===== config.mk =====
export PLATFORM = sky130hd
export DESIGN_NAME = card_dealer_arbiter
export DESIGN_NICKNAME = d
export VERILOG_FILES = /design/src/rtl/card_dealer_arbiter.sv
export SDC_FILE = /design/constraint.sdc
export NUM_CORES = 1
export LEC_CHECK = 0
export CAP_MARGIN = 20
export CORE_MARGIN = 8
export CORE_UTILIZATION = 55
export CTS_BUF_LIST = sky130_fd_sc_hd__clkbuf_16
export DETAILED_ROUTE_END_ITERATION = 7
export GPL_ROUTABILITY_DRIVEN = 0
export PLACE_DENSITY = 0.8
export RECOVER_POWER = 25
export SLEW_MARGIN = 30
export SYNTH_ARGS = -nofsm -noshare
export SYNTH_HDL_FRONTEND = slang
export SYNTH_SLANG_ARGS = --single-unit

===== constraint.sdc =====
create_clock -name i_Clk -period 4.9 [get_ports i_Clk]
set_clock_uncertainty 0.2 [all_clocks]
set_input_delay 0.98 -clock i_Clk [delete_from_list [all_inputs] [get_ports i_Clk]]
set_output_delay 0.98 -clock i_Clk [all_outputs]
set_load 0.02 [all_outputs]

===== src/rtl/card_dealer_arbiter.sv =====
// Card dealer: arbitrates player/dealer card requests onto one deck read port
// and accumulates blackjack hand values with soft-ace normalisation.
module card_dealer_arbiter #(
    parameter int DECK_SIZE = 52,
    parameter int RD_LAT    = 1
) (
    input  logic       i_Clk,
    input  logic       i_Reset,
    input  logic       i_Req_P,
    input  logic       i_Req_D,
    output logic       o_CardOK,
    output logic       o_Grant_P,
    output logic       o_Grant_D,
    output logic [5:0] o_DeckAddr,
    input  logic [3:0] i_DeckCard,
    output logic [5:0] o_HandP,
    output logic [5:0] o_HandD,
    output logic       o_SoftP,
    output logic       o_SoftD,
    output logic       o_DeckEmpty,
    output logic [2:0] o_State
);

    // Handshake: a request is a level held until o_CardOK; o_CardOK then stays
    // high until the granted request is sampled low, and is low in IDLE.
    typedef enum logic [2:0] {
        S_IDLE  = 3'd0,
        S_FETCH = 3'd1,
        S_ADD   = 3'd2,
        S_NORM  = 3'd3,
        S_DONE  = 3'd4
    } state_t;

    localparam int LAT_W = (RD_LAT > 1) ? $clog2(RD_LAT) : 1;

    state_t           state, state_nxt;
    logic [LAT_W-1:0] lat_cnt;
    logic [5:0]       ptr;
    logic [3:0]       card;
    logic [5:0]       hand_p, hand_d;
    logic [5:0]       soft_p, soft_d;
    logic             prio_p;

    logic             deck_empty;
    logic             cur_req;
    logic [5:0]       cur_hand;
    logic [5:0]       cur_soft;
    logic             grant_any;
    logic             grant_d_pick;
    logic             lat_last;
    logic [3:0]       card_val;
    logic [6:0]       sum;
    logic [5:0]       add_hand;
    logic             need_norm;

    always_comb begin
        deck_empty   = (ptr == 6'(DECK_SIZE));
        cur_req      = o_Grant_D ? i_Req_D : i_Req_P;
        cur_hand     = o_Grant_D ? hand_d : hand_p;
        cur_soft     = o_Grant_D ? soft_d : soft_p;
        grant_any    = !deck_empty && (i_Req_P || i_Req_D);
        grant_d_pick = i_Req_D && (!i_Req_P || !prio_p);
        lat_last     = (lat_cnt == LAT_W'(RD_LAT - 1));
        // Out-of-range ranks (0, 14, 15) count as ten-value cards.
        card_val = 4'd10;
        if (card == 4'd1)
            card_val = 4'd11;
        else if (card >= 4'd2 && card <= 4'd9)
            card_val = card;
        sum       = {1'b0, cur_hand} + {3'b000, card_val};
        add_hand  = sum[6] ? 6'd63 : sum[5:0];
        need_norm = (cur_hand > 6'd21) && (cur_soft != 6'd0);
    end

    always_comb begin
        state_nxt = state;
        case (state)
            S_IDLE:  if (grant_any) state_nxt = S_FETCH;
            S_FETCH: if (lat_last) state_nxt = S_ADD;
            S_ADD:   state_nxt = S_NORM;
            S_NORM:  if (!need_norm) state_nxt = S_DONE;
            S_DONE:  if (!cur_req) state_nxt = S_IDLE;
            default: state_nxt = S_IDLE;
        endcase
    end

    always_ff @(posedge i_Clk) begin
        if (i_Reset) begin
            state     <= S_IDLE;
            lat_cnt   <= '0;
            ptr       <= 6'd0;
            card      <= 4'd0;
            hand_p    <= 6'd0;
            hand_d    <= 6'd0;
            soft_p    <= 6'd0;
            soft_d    <= 6'd0;
            o_Grant_P <= 1'b0;
            o_Grant_D <= 1'b0;
            prio_p    <= 1'b1;
        end else begin
            state <= state_nxt;
            case (state)
                S_IDLE: begin
                    lat_cnt <= '0;
                    if (grant_any) begin
                        o_Grant_P <= !grant_d_pick;
                        o_Grant_D <= grant_d_pick;
                        // Priority only rotates when a tie is actually resolved.
                        if (i_Req_P && i_Req_D)
                            prio_p <= grant_d_pick;
                    end
                end
                S_FETCH: begin
                    if (lat_last) begin
                        card <= i_DeckCard;
                        ptr  <= ptr + 6'd1;
                    end else begin
                        lat_cnt <= lat_cnt + 1'b1;
                    end
                end
                S_ADD: begin
                    if (o_Grant_D) begin
                        hand_d <= add_hand;
                        if (card == 4'd1) soft_d <= soft_d + 6'd1;
                    end else begin
                        hand_p <= add_hand;
                        if (card == 4'd1) soft_p <= soft_p + 6'd1;
                    end
                end
                S_NORM: begin
                    if (need_norm) begin
                        if (o_Grant_D) begin
                            hand_d <= hand_d - 6'd10;
                            soft_d <= soft_d - 6'd1;
                        end else begin
                            hand_p <= hand_p - 6'd10;
                            soft_p <= soft_p - 6'd1;
                        end
                    end
                end
                default: ;
            endcase
        end
    end

    assign o_CardOK    = (state == S_DONE);
    assign o_DeckAddr  = ptr;
    assign o_HandP     = hand_p;
    assign o_HandD     = hand_d;
    assign o_SoftP     = (soft_p != 6'd0);
    assign o_SoftD     = (soft_d != 6'd0);
    assign o_DeckEmpty = deck_empty;
    assign o_State     = state;

endmodule


Word level (Yosys, flattened, before mapping)

Index checks and enable logic that the tools add are counted.

Reductions and logical operators: 25
Multiplexer cells: 31
Bitwise operators: 1
Add/subtract/negate cells: 9
Equality and inequality tests: 16
Magnitude comparators: 3

Operators by type and width:

| cell                                                           | number |
|---|---|
| two-way mux 6 bit                                              | 17 |
| case mux 6 bit (2 select lines)                                | 4 |
| inequality test 2 bit (second input constant)                  | 10 |
| adder 6 x 1 -> 6 bit (second input constant)                   | 3 |
| nonzero test 6 bit                                             | 3 |
| case mux 3 bit (5 select lines)                                | 1 |
| two-way mux 3 bit                                              | 4 |
| AND reduction 4 bit                                            | 3 |
| subtractor 6 x 1 -> 6 bit (second input constant)              | 2 |
| subtractor 6 x 4 -> 6 bit (second input constant)              | 2 |
| AND reduction 5 bit                                            | 2 |
| two-way mux 4 bit                                              | 2 |
| adder 6 x 4 -> 7 bit                                           | 1 |
| equality test 3 x 2 -> 1 bit (second input constant)           | 2 |
| equality test 6 bit (second input constant)                    | 1 |
| greater-than comparator 6 x 5 -> 1 bit (second input constant) | 1 |
| logical AND 1 bit                                              | 5 |
| equality test 4 x 1 -> 1 bit (second input constant)           | 1 |
| >= comparator 4 x 2 -> 1 bit (second input constant)           | 1 |
| less-or-equal comparator 4 bit (second input constant)         | 1 |
| zero test 1 bit                                                | 4 |
| AND reduction 2 bit                                            | 2 |
| nonzero test 2 bit                                             | 2 |
| equality test 3 x 1 -> 1 bit (second input constant)           | 1 |
| other kinds (8)                                                | 10 |

Word-level logic and storage cells: 96
Input port bits: 8
Output and inout bits: 27
Flip-flop bits (word level): 41

Depth between registers and ports, before layout

Depth after elaboration: 8
Mapped depth: 12
Mapped depth without buffers: 10

Least setup slack after synthesis

No wires, ideal clock.

Kind: register to register
Start point: reg o_Grant_D
End point: reg hand_p[2] (netlist: o_HandP[2])
Setup slack: 1586 ps
Data arrival time: 3043 ps
Buffers on the path: 3
Stages on the path, launching flop included: 13
Required time: 4630 ps
Library setup time: 70 ps
Period minus slack after synthesis: 3314 ps
Cell sequence: dfxtp_1 > buf_6 > clkbuf_1 > clkbuf_1 > mux2_2 > ha_1 > inv_1 > fa_1 > nand2b_1 > a221oi_2 > nor3_1 > a2111o_1 > a21oi_1

Word-level cells in the longest chain between the ends: 5
Elaborated cells between the ends (all ways): 13
Classes of those cells: add/sub: 1; order compare: 1; eq/ne: 3; mux: 5; reduce/logical: 3

RTL lines:

| item                                                                   | line   | text |
|---|---|---|
| from (decl)                                                            | 13     | `output logic o_Grant_D,` |
| from (signal assigned)                                                 | 107    | `o_Grant_D <= grant_d_pick;` |
| two-way mux 6 bit, on equally long branches                            | 59, 60 |  |
| adder 6 x 4 -> 7 bit (tied with other cells)                           | 70     | `sum = {1'b0, cur_hand} + {3'b000, card_val};` |
| two-way mux 6 bit or logical AND 1 bit (tied branches)                 | 71, 72 |  |
| two-way mux 6 bit or inequality test 2 bit (tied branches)             | -      |  |
| case mux 6 bit (2 select lines) or AND reduction 4 bit (tied branches) | -      |  |
| to (signal assigned)                                                   | 126    | `hand_p <= add_hand;` |
| to (signal assigned)                                                   | 136    | `hand_p <= hand_p - 6'd10;` |
| to (decl)                                                              | 40     | `logic [5:0] hand_p, hand_d;` |

Several ways; a longest one is shown, not always the timed one. The select of a mux whose other input is x is not followed.
A chain may end at the register's enable or synchronous reset.

==> run metrics <==
outcome=finished, violations left; failing checks=capacitance limit, slew limit; die area=approximately 7500 um^2; critical path endpoint=o_HandD[5]; crit share post-route=about four fifths; worst skew pair latency=0.28 ns; Post-CTS Setup Inserts=0; Synth area leaders=dfxtp_1, ha_1, a21oi_1, mux2i_1, o21ai_0; CP max stage delay=~1.2 ns; die width=86.89 um; Post-CTS Hold Buffers=0; gr usage total=a little under a fifth; largest family of logic cells by synthesized area=compound AO/OA/AOI/OAI gates; Pint=between 600 and 700 uW; actual slew at the worst max-slew pin=1.634 ns; power per cell area=around 280 nW/um^2; clock slew at reported path FFs=roughly 0.060 ns; Ys Warns=0; drt wl/cell=approximately 16 um; R2R Path Start=o_State[1]; Clock Tree Buf Depth=2; dpl hpwl=4941 um; cell family with most CP delay=buffers and inverters; final std cells w/o fill=around 430; Initial Util=a little under three fifths; row count=26; crit path from=i_Reset; Sequential Power Share=38.7%; WP data arrival=about 3.8 ns; Root Driver=clkbuf_16; post-cts resize count=0; Slew Viols, Final=38; vias in the first global route=2,556; Comb pwr share=between 20% and 30%; antenna viol nets, final=0; xor-xnor portion of the synthesized cell area=around 3.2%; clock share of power=between 40% and 50%; multiplexer share of the synthesized area=6.428%; reg2reg end=soft_d[5]; syn avg cell area=~8.3 um^2; share of post-route cells with drive strength above 1=around 8.2%; post-synthesis sequential area ratio=28.97%; library cells used by synthesis=60; Post-synth EDFFs=0; crit start category=primary input; R2R cell count=9; total CTS buffers=5; crit path capture type=flop; VDD IR max=approximately 0.18 mV; Yosys reg bits=40; TritonRoute pass-1 iters=5; worst min-delay path category=flop to flop; static leakage=about 0.0012 uW; Most used DFF post-synth=dfxtp_1; power consumption=roughly 900 uW; Hold Fails Final Rpt=0; slowest CP cell=clkbuf_1; placed cells=between 400 and 500; Yosys top cell area share=a little under 30%; Mapped Area=roughly 2800 um^2; first-pass GRT wire length=roughly 12,000 um; chip height=approximately 87 um; input/output buffers=34; P&R area growth vs syn=19.83%; Final nets=390; Max-slew headroom=-8.932%; I/O Pins=35; H-tree levels=2; Simple-Gate Fraction of Synth Area=between 20% and 30%; setup_tns=0 ns; Sw Ratio=approximately 29%; f_max=between 0.2 and 0.3 GHz; initial antenna violation count=0; CP Class=primary input to flop; aggregate global routing overflow=0; Routed WL=around 7000 um; reg2reg setup slack=~1.6 ns; footprint of the multi-input gates=roughly 1800 um^2; Ant. Diodes=0; via/cell ratio=approximately 6; CTS tree=done; Critical Path RT=4.80 ns; core footprint=roughly 5000 um^2; CP Buf/Inv Count=3; unrepaired setup endpoints after global routing=no; Final min period=3.915 ns; drc violations=0; Mapped Cells=roughly 330; FFs w/ async S/R, synth=0%; critical path depth=5; Sink Count=40; Synth Area in Adders=roughly a tenth; Synth Area in Compound Gates=about a quarter; setup violators final=0; critical-path cell list=clkdlybuf4s50_1 -> clkbuf_1 -> clkinv_1 -> o311ai_0 -> o31ai_1; area leader, netlist=dfxtp_1; Iter 0 DRT Violations=about 220; total of max-cap violations=1; Vias=roughly 2,600; FF/Latch Area=between 800 and 900 um^2; Critical Path Fanout Max=37; Filler Cell Count=430; largest net degree at the start of global routing=38; total nets after synthesis=359; Net Switching=between 200 and 300 uW
## cell families after synthesis
kind of cell	after synthesis
and+or+nand+nor	106
AOI/OAI and AO/OA	101
DFF	40
buffers and inverters	39
adders and majority gates	19
muxes	17
xor gates and xnor gates	10
## layout by cell type (no fill, tap or decap), types with 3 or more instances in the layout
cell / instances
dfxtp_1: 40
o221a_2: 3
a21o_1: 4
clkdlybuf4s50_1: 32
nor3_1: 14
and3_1: 3
nand3_1: 8
nor2b_1: 6
nor2_1: 27
ha_1: 16
xnor2_1: 4
nand2_1: 19
o21a_1: 5
nand2b_1: 4
and2_1: 5
o32ai_1: 3
a21oi_1: 29
o21ai_0: 21
a211oi_1: 11
a31oi_1: 3
mux2_2: 6
xor2_1: 6
mux2i_1: 11
inv_1: 24
clkbuf_16: 5
fa_1: 3
## routing by layer
| metal | track usage (%) | routed length, um | vias up |
|---|---|---|---|
| met5 | 0 | 0 | - |
| met4 | 8.294 | 150 | 0 |
| met3 | 4.434 | 455 | 20 |
| met2 | 32.41 | 3324 | 91 |
| met1 | 21.93 | 2970 | 1206 |
| li1 | - | - | 1284 |
## registers in the layout, indices dropped and copies added, names as in the netlist, 3 cells and up
signal / flops
card: 4
o_DeckAddr: 6
o_HandD: 6
o_HandP: 6
o_State: 3
soft_d: 6
soft_p: 6
## area by class of cell
| class | instances | area share [%] |
|---|---|---|
| clock inverters | 3 | 1.284 |
| flip-flops and latches | 40 | 24.18 |
| inverters | 26 | 2.947 |
| clock buffers | 5 | 3.778 |
| well taps | 70 | 2.645 |
| repair buffers | 37 | 10.84 |
| multi-input cells | 253 | 54.33 |
## worst min-delay path: cells and delay by family (launching register included)
kind	cells	cell delay (ns)
flops	1	0.32
compound gates	2	0.13
## power by group through the flow
stage          clock network [uW]  registers (uW)  logic, uW
2_1_floorplan                   0             371        129
3_3_place_gp                    0             365        188
3_5_place_dp                    0             365        191
4_1_cts                       381             358        193
5_1_grt                       395             361        211
6_report                      375             358        194
## metrics by stage
stage,util [%],worst slack (ns),hold WS [ns],instance area (um^2)
floorplan,-,1.586,0.2597,2764
global placement,63.25,1.778,0.2808,3148
detailed placement,63.25,1.637,0.2872,3148
CTS,66.62,1.618,0.3025,3316
global route,66.54,0.7830,0.3277,3312
finish,66.54,0.9853,0.2999,3312
## synth_stat cells, types with 4 or more instances
library cell,number
o21ai_0,21
o21a_1,5
a21oi_1,29
dfxtp_1,40
nand2b_1,4
nor2_1,27
nand2_1,19
nand3_1,8
mux2_2,6
xnor2_1,4
a211oi_1,11
mux2i_1,11
and2_1,5
clkbuf_1,9
nor3_1,14
a21o_1,4
inv_1,24
xor2_1,6
ha_1,16
nor2b_1,6
## worst min-delay path by stage
stage,start,to,cells after the start
2_1_floorplan,prio_p,prio_p,2
3_3_place_gp,prio_p,prio_p,2
3_5_place_dp,prio_p,prio_p,2
4_1_cts,soft_d[2],soft_d[2],2
5_1_grt,soft_d[3],soft_d[3],2
6_report,soft_d[2],soft_d[2],2
No activity file was read; power rests on OpenSTA's default activity.
